--- src/rtl/fetch_pkg.sv ---
// fetch_pkg: shared widths, PC increment and the queue slot record for the fetch front end
package fetch_pkg;
    localparam int ADDR_W = 32;
    localparam int INST_W = 32;
    localparam logic [ADDR_W-1:0] PC_STEP = 32'd4;
    typedef struct packed {
        logic [ADDR_W-1:0] pc;
        logic [INST_W-1:0] inst;
        logic              filled;
    } slot_t;
endpackage

--- src/rtl/fetch_slot_array.sv ---
// fetch_slot_array: circular buffer of fetch slots with alloc/fill/pop/flush and occupancy tracking
module fetch_slot_array
    import fetch_pkg::*;
#(
    parameter int DEPTH = 4
) (
    input  logic                     clk,
    input  logic                     rst,
    input  logic                     flush,
    input  logic                     alloc,
    input  logic [ADDR_W-1:0]        alloc_pc,
    input  logic                     fill,
    input  logic [INST_W-1:0]        fill_inst,
    input  logic                     pop,
    output logic [$clog2(DEPTH):0]   count,
    output logic [$clog2(DEPTH):0]   pend,
    output slot_t                    head_slot
);
    localparam int PW = $clog2(DEPTH);
    localparam int CW = PW + 1;
    slot_t slots [DEPTH];
    logic [PW-1:0] head, tail, fill_ptr;
    assign head_slot = slots[head];
    // a pop after a fill of the same slot wins, so a bypassed word leaves no stored copy
    always_ff @(posedge clk or negedge rst) begin
        if (!rst) begin
            for (int i = 0; i < DEPTH; i++) slots[i] <= '0;
            head     <= '0;
            tail     <= '0;
            fill_ptr <= '0;
            count    <= '0;
            pend     <= '0;
        end else if (flush) begin
            for (int i = 0; i < DEPTH; i++) slots[i] <= '0;
            head     <= '0;
            tail     <= '0;
            fill_ptr <= '0;
            count    <= '0;
            pend     <= '0;
        end else begin
            if (alloc) begin
                slots[tail] <= '{pc: alloc_pc, inst: '0, filled: 1'b0};
                tail        <= tail + PW'(1);
            end
            if (fill) begin
                slots[fill_ptr].inst   <= fill_inst;
                slots[fill_ptr].filled <= 1'b1;
                fill_ptr               <= fill_ptr + PW'(1);
            end
            if (pop) begin
                slots[head] <= '0;
                head        <= head + PW'(1);
            end
            count <= count + CW'(alloc) - CW'(pop);
            pend  <= pend + CW'(alloc) - CW'(fill);
        end
    end
endmodule

--- src/rtl/fetch_queue.sv ---
// fetch_queue: fetch PC, memory request issue, wrong-path discard and decode handoff (optional FETCHQ_BYPASS_EN)
module fetch_queue
    import fetch_pkg::*;
#(
    parameter int                DEPTH    = 4,
    parameter logic [ADDR_W-1:0] RESET_PC = 32'h0000_0000
) (
    input  logic              clk,
    input  logic              rst,
    input  logic              redirect,
    input  logic [ADDR_W-1:0] redirect_pc,
    output logic              mem_req,
    output logic [ADDR_W-1:0] mem_addr,
    input  logic              mem_gnt,
    input  logic              mem_rvalid,
    input  logic [INST_W-1:0] mem_rdata,
    output logic              out_valid,
    output logic [INST_W-1:0] out_inst,
    output logic [ADDR_W-1:0] out_pc_4,
    input  logic              out_ready
);
    localparam int CW = $clog2(DEPTH) + 1;
    logic [ADDR_W-1:0] fetch_pc;
    logic [CW-1:0] count, pend, discard_cnt;
    slot_t head_slot;
    logic grant, fill, pop, byp;
    // issue, response steering and decode-side outputs; redirect masks both request and output
    always_comb begin
        mem_req  = rst & (count < CW'(DEPTH)) & ~redirect;
        mem_addr = fetch_pc;
        grant    = mem_req & mem_gnt;
        fill     = mem_rvalid & (discard_cnt == '0);
`ifdef FETCHQ_BYPASS_EN
        byp       = fill & (count != '0) & ~head_slot.filled;
        out_valid = ~redirect & (head_slot.filled | byp);
        out_inst  = ~out_valid ? '0 : head_slot.filled ? head_slot.inst : mem_rdata;
`else
        byp       = 1'b0;
        out_valid = ~redirect & head_slot.filled;
        out_inst  = out_valid ? head_slot.inst : '0;
`endif
        out_pc_4 = out_valid ? head_slot.pc + PC_STEP : '0;
        pop      = out_valid & out_ready;
    end
    // fetch PC advance and count of responses still owed to flushed requests
    always_ff @(posedge clk or negedge rst) begin
        if (!rst) begin
            fetch_pc    <= RESET_PC;
            discard_cnt <= '0;
        end else if (redirect) begin
            fetch_pc    <= redirect_pc;
            discard_cnt <= discard_cnt + pend - CW'(mem_rvalid);
        end else begin
            if (grant) fetch_pc <= fetch_pc + PC_STEP;
            if (mem_rvalid && discard_cnt != '0) discard_cnt <= discard_cnt - CW'(1);
        end
    end
    fetch_slot_array #(.DEPTH(DEPTH)) u_slots (
        .clk       (clk),
        .rst       (rst),
        .flush     (redirect),
        .alloc     (grant),
        .alloc_pc  (fetch_pc),
        .fill      (fill),
        .fill_inst (mem_rdata),
        .pop       (pop),
        .count     (count),
        .pend      (pend),
        .head_slot (head_slot)
    );
    logic unused_byp;
    assign unused_byp = byp;
endmodule

--- config.mk ---
export PLATFORM = sky130hd
export DESIGN_NAME = fetch_queue
export DESIGN_NICKNAME = d
export VERILOG_FILES = /design/src/rtl/fetch_pkg.sv /design/src/rtl/fetch_slot_array.sv /design/src/rtl/fetch_queue.sv
export SDC_FILE = /design/constraint.sdc
export NUM_CORES = 1
export LEC_CHECK = 0
export CAP_MARGIN = 15
export CORE_MARGIN = 2
export CORE_UTILIZATION = 40
export DETAILED_ROUTE_END_ITERATION = 10
export GPL_ROUTABILITY_DRIVEN = 0
export SYNTH_ARGS = -nofsm -noshare
export SYNTH_HDL_FRONTEND = slang
export SYNTH_SLANG_ARGS = --single-unit
--- constraint.sdc ---
create_clock -name clk -period 4.89 [get_ports clk]
set_clock_uncertainty 0.1 [all_clocks]
set_input_delay 1.467 -clock clk [delete_from_list [all_inputs] [get_ports clk]]
set_output_delay 1.467 -clock clk [all_outputs]
set_load 0.005 [all_outputs]
==> summary.md, run 1 <==
| Metric | Value |
|---|---|
| Mapped cell area | 15900 sq um |
| MaxCap Viol Count | 0 |
| Ys Warns | 0 |
| CP max stage cell | dfrtp_4 |
| DR vias | 13900 |
| Total GRT Usage | 0.251 |
| Number of synthesized register bits | 307 |
| Post-route ant nets | 0 |
| Crit path from | u_slots.head[0] |
| Nets@finish | 1965 |
| Crit path time final | 4.91 ns |
| Period utilization | 1.01 |
| Starting density of the core | 0.408 |
| Static leakage | 7.85 nW |
| Crit path cell chain | buf_4, mux4_2, ha_4, nand4_4, or3_4, or4_1, a21oi_1, dlygate4sd2_1 |
| Core area | 38900 sq um |
| Die area | 41300 sq um |
| Final instance area | 19600 sq um |
| Critical setup path kind | flip-flop to output pin |
| Final Util | 0.503 |
| Yosys top cell area share | 0.484 |
| Final Setup Violations | 1 |
| Cell internal pwr | 4.62 mW |
| Area growth, synth to finish | 23.2% |
| Vias per inst | 5.75 |
| Pwr dens | 328 nW/um^2 |
| Clock slew at reported path FFs | 0.06 ns |
| Worst R2R Path Depth | 13 |
| Outcome | finished, violations left |
| Hold Violations, Final | 0 |
| Failing checks | setup timing |
| Iter 0 DRT Violations | 1292 |
| Relative slew slack | 0.292 |
| Sequential share of power | 0.434 |
| Worst r2r src | u_slots.head[1] |
| Placed Area | 18000 sq um |
| Sequential area share after synthesis | 0.484 |
| Hold Path Class | flip-flop to flip-flop |
| Mapped Cells | 1734 |
| Post-synth top cells | nand2_1, dfrtp_1, a21oi_1, nand3_1, clkbuf_1 |
| Place WS | 0.0857 ns |
| WP buf/inv | 2 |
| Clock share of power | 0.413 |
| Io pins | 168 |
| CP Max Fanout | 7 |
| First-pass GRT wire length | 81500 um |
| Logic pwr share | 0.153 |
| Unrepaired setup endpoints after global routing | true |
| Setup ws final | -0.0246 ns |
| DR WL/cell | 21.6 um |
| Number of global-route vias before repair | 13900 |
| Crit. path cell count | 8 |
| Count leader, synth | nand2_1 |
| Hold_sp | discard_cnt[2] |
| H-tree Lvls | 2 |
| FP Rows | 72 |
| Critical Path Sink Type | output pin |
| Fmax | 203 MHz |
| Root buffer cell | clkbuf_16 |
| CP max stage delay | 0.56 ns |
| Ant diodes | 0 |
| Post-synth ARST share | 1.00 |
| Post-CTS Hold Buffers | 0 |
| Synth Net Count | 1828 |
| Largest net degree at the start of global routing | 83 |
| Initial antenna violation count | 3 |
| Sink Count | 307 |
| Hold_ws | 0.397 ns |
| Synth unique cells | 49 |
| Final Max Slew Viols | 0 |
| Arr. time, crit path | 3.35 ns |
| IR drop worst, VDD | 249 uV |
| Sw Ratio | 0.280 |
| CP required | 3.32 ns |
| Wirelength, routed | 52100 um |
| Syn Area/Cell | 9.15 sq um |
| # DRC | 0 |
| TritonRoute pass-1 iters | 6 |
| Die Width | 203 um |
| Ys flop type | dfrtp_1 |
| DIE HEIGHT | 203 um |
| CTS tree | built |
| Crit start category | flip-flop |
| Clock Latency Late Sink | 0.52 ns |
| Layout cells sized above 1 | 0.134 |
| Clock buffer depth | 3 |
| Clock buffer count from CTS | 35 |
| HPWL after DPL | 31400 um |
| Slew @ Worst Pin | 1.06 ns |
| Top post-synthesis cells by area | dfrtp_1, nand2_1, a21oi_1, mux4_2, nand3_1 |
| Sw Pwr | 1.79 mW |
| GRT overflow | 0 |
| EDFF count, synth | 0 |
| Number of I/O port buffers | 167 |
| Largest area contributor in the netlist | dfrtp_1 |
| Hold depth | 1 |
| Pwr Total | 6.41 mW |
| Critical path's top delay family | simple AND/OR/NAND/NOR gates |
[final cells by class]
cell class / instances / area (sq um)
well taps: 518 / 648
repair buffers: 256 / 2400
clock buffers: 49 / 1050
flip-flops and latches: 307 / 7690
clock inverters: 13 / 111
multi-input cells: 1247 / 7570
inverters: 24 / 90.1
fillers: 3654 / 19400
[layout by cell type, fill, tap and decap left out, types with 6 or more instances in the layout]
master,netlist,routed
ha_1,21,20
and3_1,48,48
xor2_1,11,11
a21oi_1,280,277
o31ai_1,7,6
or3_1,6,6
nand2_2,0,8
dfrtp_1,307,305
and2_1,7,7
dlygate4sd2_1,0,6
buf_12,1,6
xnor2_1,38,38
clkinv_2,0,8
nand3_1,146,146
mux4_2,60,65
buf_4,0,78
nor2_1,37,37
clkbuf_8,0,10
nor3_1,8,8
nand2_1,462,453
inv_1,23,22
nor4_1,16,14
o21ai_0,37,37
nand4_1,9,9
clkdlybuf4s50_1,0,151
clkbuf_16,0,36
[metrics by stage]
| step | TNS (ns) | std cells |
|---|---|---|
| floorplan | 0 | 1734 |
| global placement | 0 | 2312 |
| detailed placement | 0 | 2312 |
| CTS | -0.0919 | 2400 |
| global route | -0.305 | 2414 |
| finish | -0.0246 | 2414 |
[cells by family after synthesis]
logic type      after synthesis  share of synthesized area
simple gates                769                      0.217
mux                          70                     0.0967
flops                       307                      0.484
compound gates              333                      0.108
buf+inv                     182                     0.0471
fa+ha+maj                    24                     0.0203
xor+xnor                     49                     0.0270
[worst reg2reg max path, cell delays in order, from the launching register on]
cell and delay, ns:
dfrtp_4 0.53, buf_6 0.22, buf_12 0.31, mux4_2 0.42, nand2_1 0.16, clkinv_1 0.27
buf_4 0.25, nand2_1 0.15, xnor2_1 0.15, ha_1 0.16, inv_1 0.05, fa_1 0.40
xnor2_1 0.17, nor2_1 0.05
[final timing paths]
kind                                    end  slack, ns
max in group asynchronous  u_slots.slots[4]       1.60
min                          discard_cnt[2]       0.40
max reg2reg                u_slots.count[2]       1.37
max                            out_pc_4[26]      -0.02
min in group asynchronous  u_slots.count[0]       0.99
min reg2reg                  discard_cnt[2]       0.40
[power groups by stage]
stage	Clock, mW	Combinational (mW)	Sequential (mW)
finish	2.64	0.983	2.78
global route	2.78	1.09	2.80
CTS	2.68	0.986	2.78
detailed placement	0	0.954	2.83
global placement	0	0.937	2.83
floorplan	0	0.588	2.76
[registers in the layout, indices dropped and copies added (netlist names)]
signal / cells
u_slots.pend: 3
mem_addr: 32
u_slots.fill_ptr: 2
discard_cnt: 3
u_slots.slots: 260
u_slots.head: 2
u_slots.count: 3
u_slots.tail: 2
[routing by layer]
layer  GRT usage  vias to the layer above  part of all wire
met5           0                        -           0.00077
met4      0.0782                        6             0.028
met3      0.0427                      100             0.075
met2       0.424                      598              0.48
met1       0.332                     6949              0.41
li1            -                     6229                 -
[what timing repair did]
action | 4_1_cts | 5_1_grt
gates resized for setup | 43 | 21
endpoints found under the setup margin | 56 | 13
pin swaps | 10 | 11
setup buffers | 24 | 14
cloned | 2 | 0
No activity file was read; power rests on OpenSTA's default activity.
==> run 2, diff against run 1 <==
--- a/config.mk
+++ b/config.mk
@@ -8,6 +8,7 @@
 export CAP_MARGIN = 15
 export CORE_MARGIN = 2
 export CORE_UTILIZATION = 40
+export CTS_BUF_LIST = sky130_fd_sc_hd__clkbuf_2
 export DETAILED_ROUTE_END_ITERATION = 10
 export GPL_ROUTABILITY_DRIVEN = 0
 export SYNTH_ARGS = -nofsm -noshare
==> run 2 against run 1 <==
The run still ends with setup timing left. Count of clock-buffer cells in the layout up 76. Sequential power about the same. Setup slack worse by 0.31 ns. Sequential share of layout area down 0.83 points. Critical path depth up 1. First-iteration DRC count up 7.5%. Critical path type unchanged. Largest cell class is now multi-input gates.
==> summary.md, run 2 (synthesis results as in run 1) <==
| Metric | Value |
|---|---|
| Outcome | finished, violations left |
| Failing checks | setup timing |
| Number of I/O port buffers | 167 (unchanged) |
| Area growth, synth to finish | 25.9% |
| Post-CTS Hold Buffers | 0 (unchanged) |
| Static leakage | 8.99 nW (+15%) |
| Slew @ Worst Pin | 0.935 ns (-0.128 ns) |
| Reg2reg setup slack | 1.49 ns (+0.12 ns) |
| Number of global-route vias before repair | 14600 (+5.5%) |
| CTS tree | built |
| Final Max Slew Viols | 0 (unchanged) |
| Arr. time, crit path | 3.66 ns (+0.31 ns) |
| Critical path's top delay family | simple AND/OR/NAND/NOR gates |
| First-pass GRT wire length | 84300 um (+3.5%) |
| Unrepaired setup endpoints after global routing | true |
| # DRC | 0 (unchanged) |
| CP max stage cell | dfrtp_4 |
| Clock buffer depth | 3 (unchanged) |
| DR vias | 14500 (+4.2%) |
| Clock Latency Late Sink | 0.96 ns (+0.44 ns) |
| Root buffer cell | clkbuf_2 |
| Most common cell after layout, fill and taps aside | nand2_1 |
| CP max stage delay | 0.55 ns (about the same) |
| Crit path time final | 5.22 ns (+0.309 ns) |
| Total GRT Usage | 0.263 (+0.0113) |
| Placed Area | 18000 sq um (unchanged) |
| IR drop worst, VDD | 148 uV (-41%) |
| Clock slew at reported path FFs | 0.10 ns (+0.04 ns) |
| TritonRoute pass-1 iters | 8 (+2) |
| HPWL after DPL | 31400 um (unchanged) |
| MaxCap Viol Count | 0 (unchanged) |
| Initial antenna violation count | 5 (+2) |
| Starting density of the core | 0.408 (unchanged) |
| Relative slew slack | 0.377 (+0.0850) |
| Critical Path Sink Type | output pin |
| Hold Violations, Final | 0 (unchanged) |
| Worst R2R Path Depth | 12 (-1) |
| Iter 0 DRT Violations | 1389 (+7.5%) |
| Max FFs per register | 260 (unchanged) |
| Worst r2r src | u_slots.head[1] |
| Die Width | 203 um (unchanged) |
| Io pins | 168 (unchanged) |
| Sink Count | 307 (unchanged) |
| Pwr Total | 5.69 mW (-11%) |
| Pwr dens | 285 nW/um^2 (-13%) |
| Setup ws final | -0.333 ns (-0.309 ns) |
| Layout cells sized above 1 | 0.202 (+0.0680) |
| Fmax | 191 MHz (-5.9%) |
| Final instance area | 20000 sq um (+2.1%) |
| Clock buffer count from CTS | 85 (+140%) |
| Hold depth | 1 (unchanged) |
| Period utilization | 1.07 (+0.0631) |
| R2R Path End | u_slots.slots[1] |
| DIE HEIGHT | 203 um (unchanged) |
| Crit. path cell count | 9 (+1) |
| Die area | 41300 sq um (unchanged) |
| Crit path cell chain | buf_8, buf_6, mux4_2, nand4_1, or2_4, buf_6, or4_4, a21oi_2, buf_2 |
| CP Max Fanout | 6 (-1) |
| DR WL/cell | 21.9 um (+1.6%) |
| Hold Path Sink | discard_cnt[2] |
| Crit start category | flip-flop |
| Post-route ant nets | 0 (unchanged) |
| Largest reg by FF count | u_slots.slots |
| Hold Path Class | flip-flop to flip-flop |
| Largest net degree at the start of global routing | 83 (unchanged) |
| Nets@finish | 2053 (+4.5%) |
| Vias per inst | 5.72 (-0.50%) |
| Most common cell on crit path | buf_6 |
| FP Rows | 72 (unchanged) |
| CP required | 3.32 ns (about the same) |
| Core area | 38900 sq um (unchanged) |
| Wirelength, routed | 55500 um (+6.4%) |
| H-tree Lvls | 3 (+1) |
| Critical setup path kind | flip-flop to output pin |
| Commonest non-fill, non-tap cells in the layout | nand2_1, dfrtp_1, a21oi_1, nand3_1, clkbuf_2 |
| GRT overflow | 0 (unchanged) |
| Final Setup Violations | 18 (+17) |
| Hold_sp | discard_cnt[2] |
| WP buf/inv | 4 (+2) |
[run 2: changes by cell type in the layout (fill, tap and decap cells not counted), moves of 8 or more]
cell             delta
clkinv_2            -8
clkbuf_8           -10
clkdlybuf4s50_1    -50
clkinv_1            +8
a21oi_2             +9
buf_6              +18
a21oi_1             -9
dlymetal6s2s_1     +36
clkbuf_2          +121
clkbuf_16          -31
buf_2              +15
[run 2: cell type report]
cell class              instances  area, sq um
clock buffers                 125          626
flip-flops and latches        307         7690
inverters                      24         97.6
clock inverters                13         75.1
repair buffers                293         3030
diodes                          1         2.50
multi-input cells            1248         7810
well taps                     518          648
fillers                      3637        18900
[run 2: how the worst max path moves through the flow]
stage / endpoint / startpoint / slack [ns]
after global routing: out_pc_4[27] / u_slots.head[0] / -0.47
after detailed placement: out_pc_4[26] / u_slots.head[0] / 0.09
after global placement: out_pc_4[22] / u_slots.head[0] / 0.13
after floorplan: out_pc_4[21] / redirect / 0.59
final: out_pc_4[27] / u_slots.head[0] / -0.33
after CTS: out_pc_4[25] / u_slots.head[0] / -0.36
[run 2: metal layers]
layer  global-route usage  up-vias  routed length, um
met5                    0        -                 36
li1                     -     6447                  -
met3               0.0535      116               4830
met2                0.435      744              26900
met4                0.108        6               1690
met1                0.337     7157              22000
[run 2: metrics by stage]
stage	setup WS (ns)	TNS [ns]	hold WS, ns	util	cells
3_3_place_gp	0.133	0	0.383	0.462	2312
5_1_grt	-0.468	-6.37	0.438	0.513	2529
2_1_floorplan	0.594	0	0.364	-	1734
4_1_cts	-0.361	-4.71	0.406	0.499	2506
6_report	-0.333	-3.93	0.395	0.513	2529
3_5_place_dp	0.0857	0	0.391	0.462	2312
[run 2: repair_timing]
item                                    CTS  global route
hold endpoints to repair                  0             0
gates resized for setup                 153            83
pin swaps                                33            17
endpoints found under the setup margin   65            59
setup buffers                            52            16
gates cloned                              5             5
[run 2: report_power, final]
group	total, mW	switching [mW]	internal, mW
Combinational	1.11	0.621	0.486
Sequential	2.78	0.133	2.64
Clock	1.81	1.09	0.717
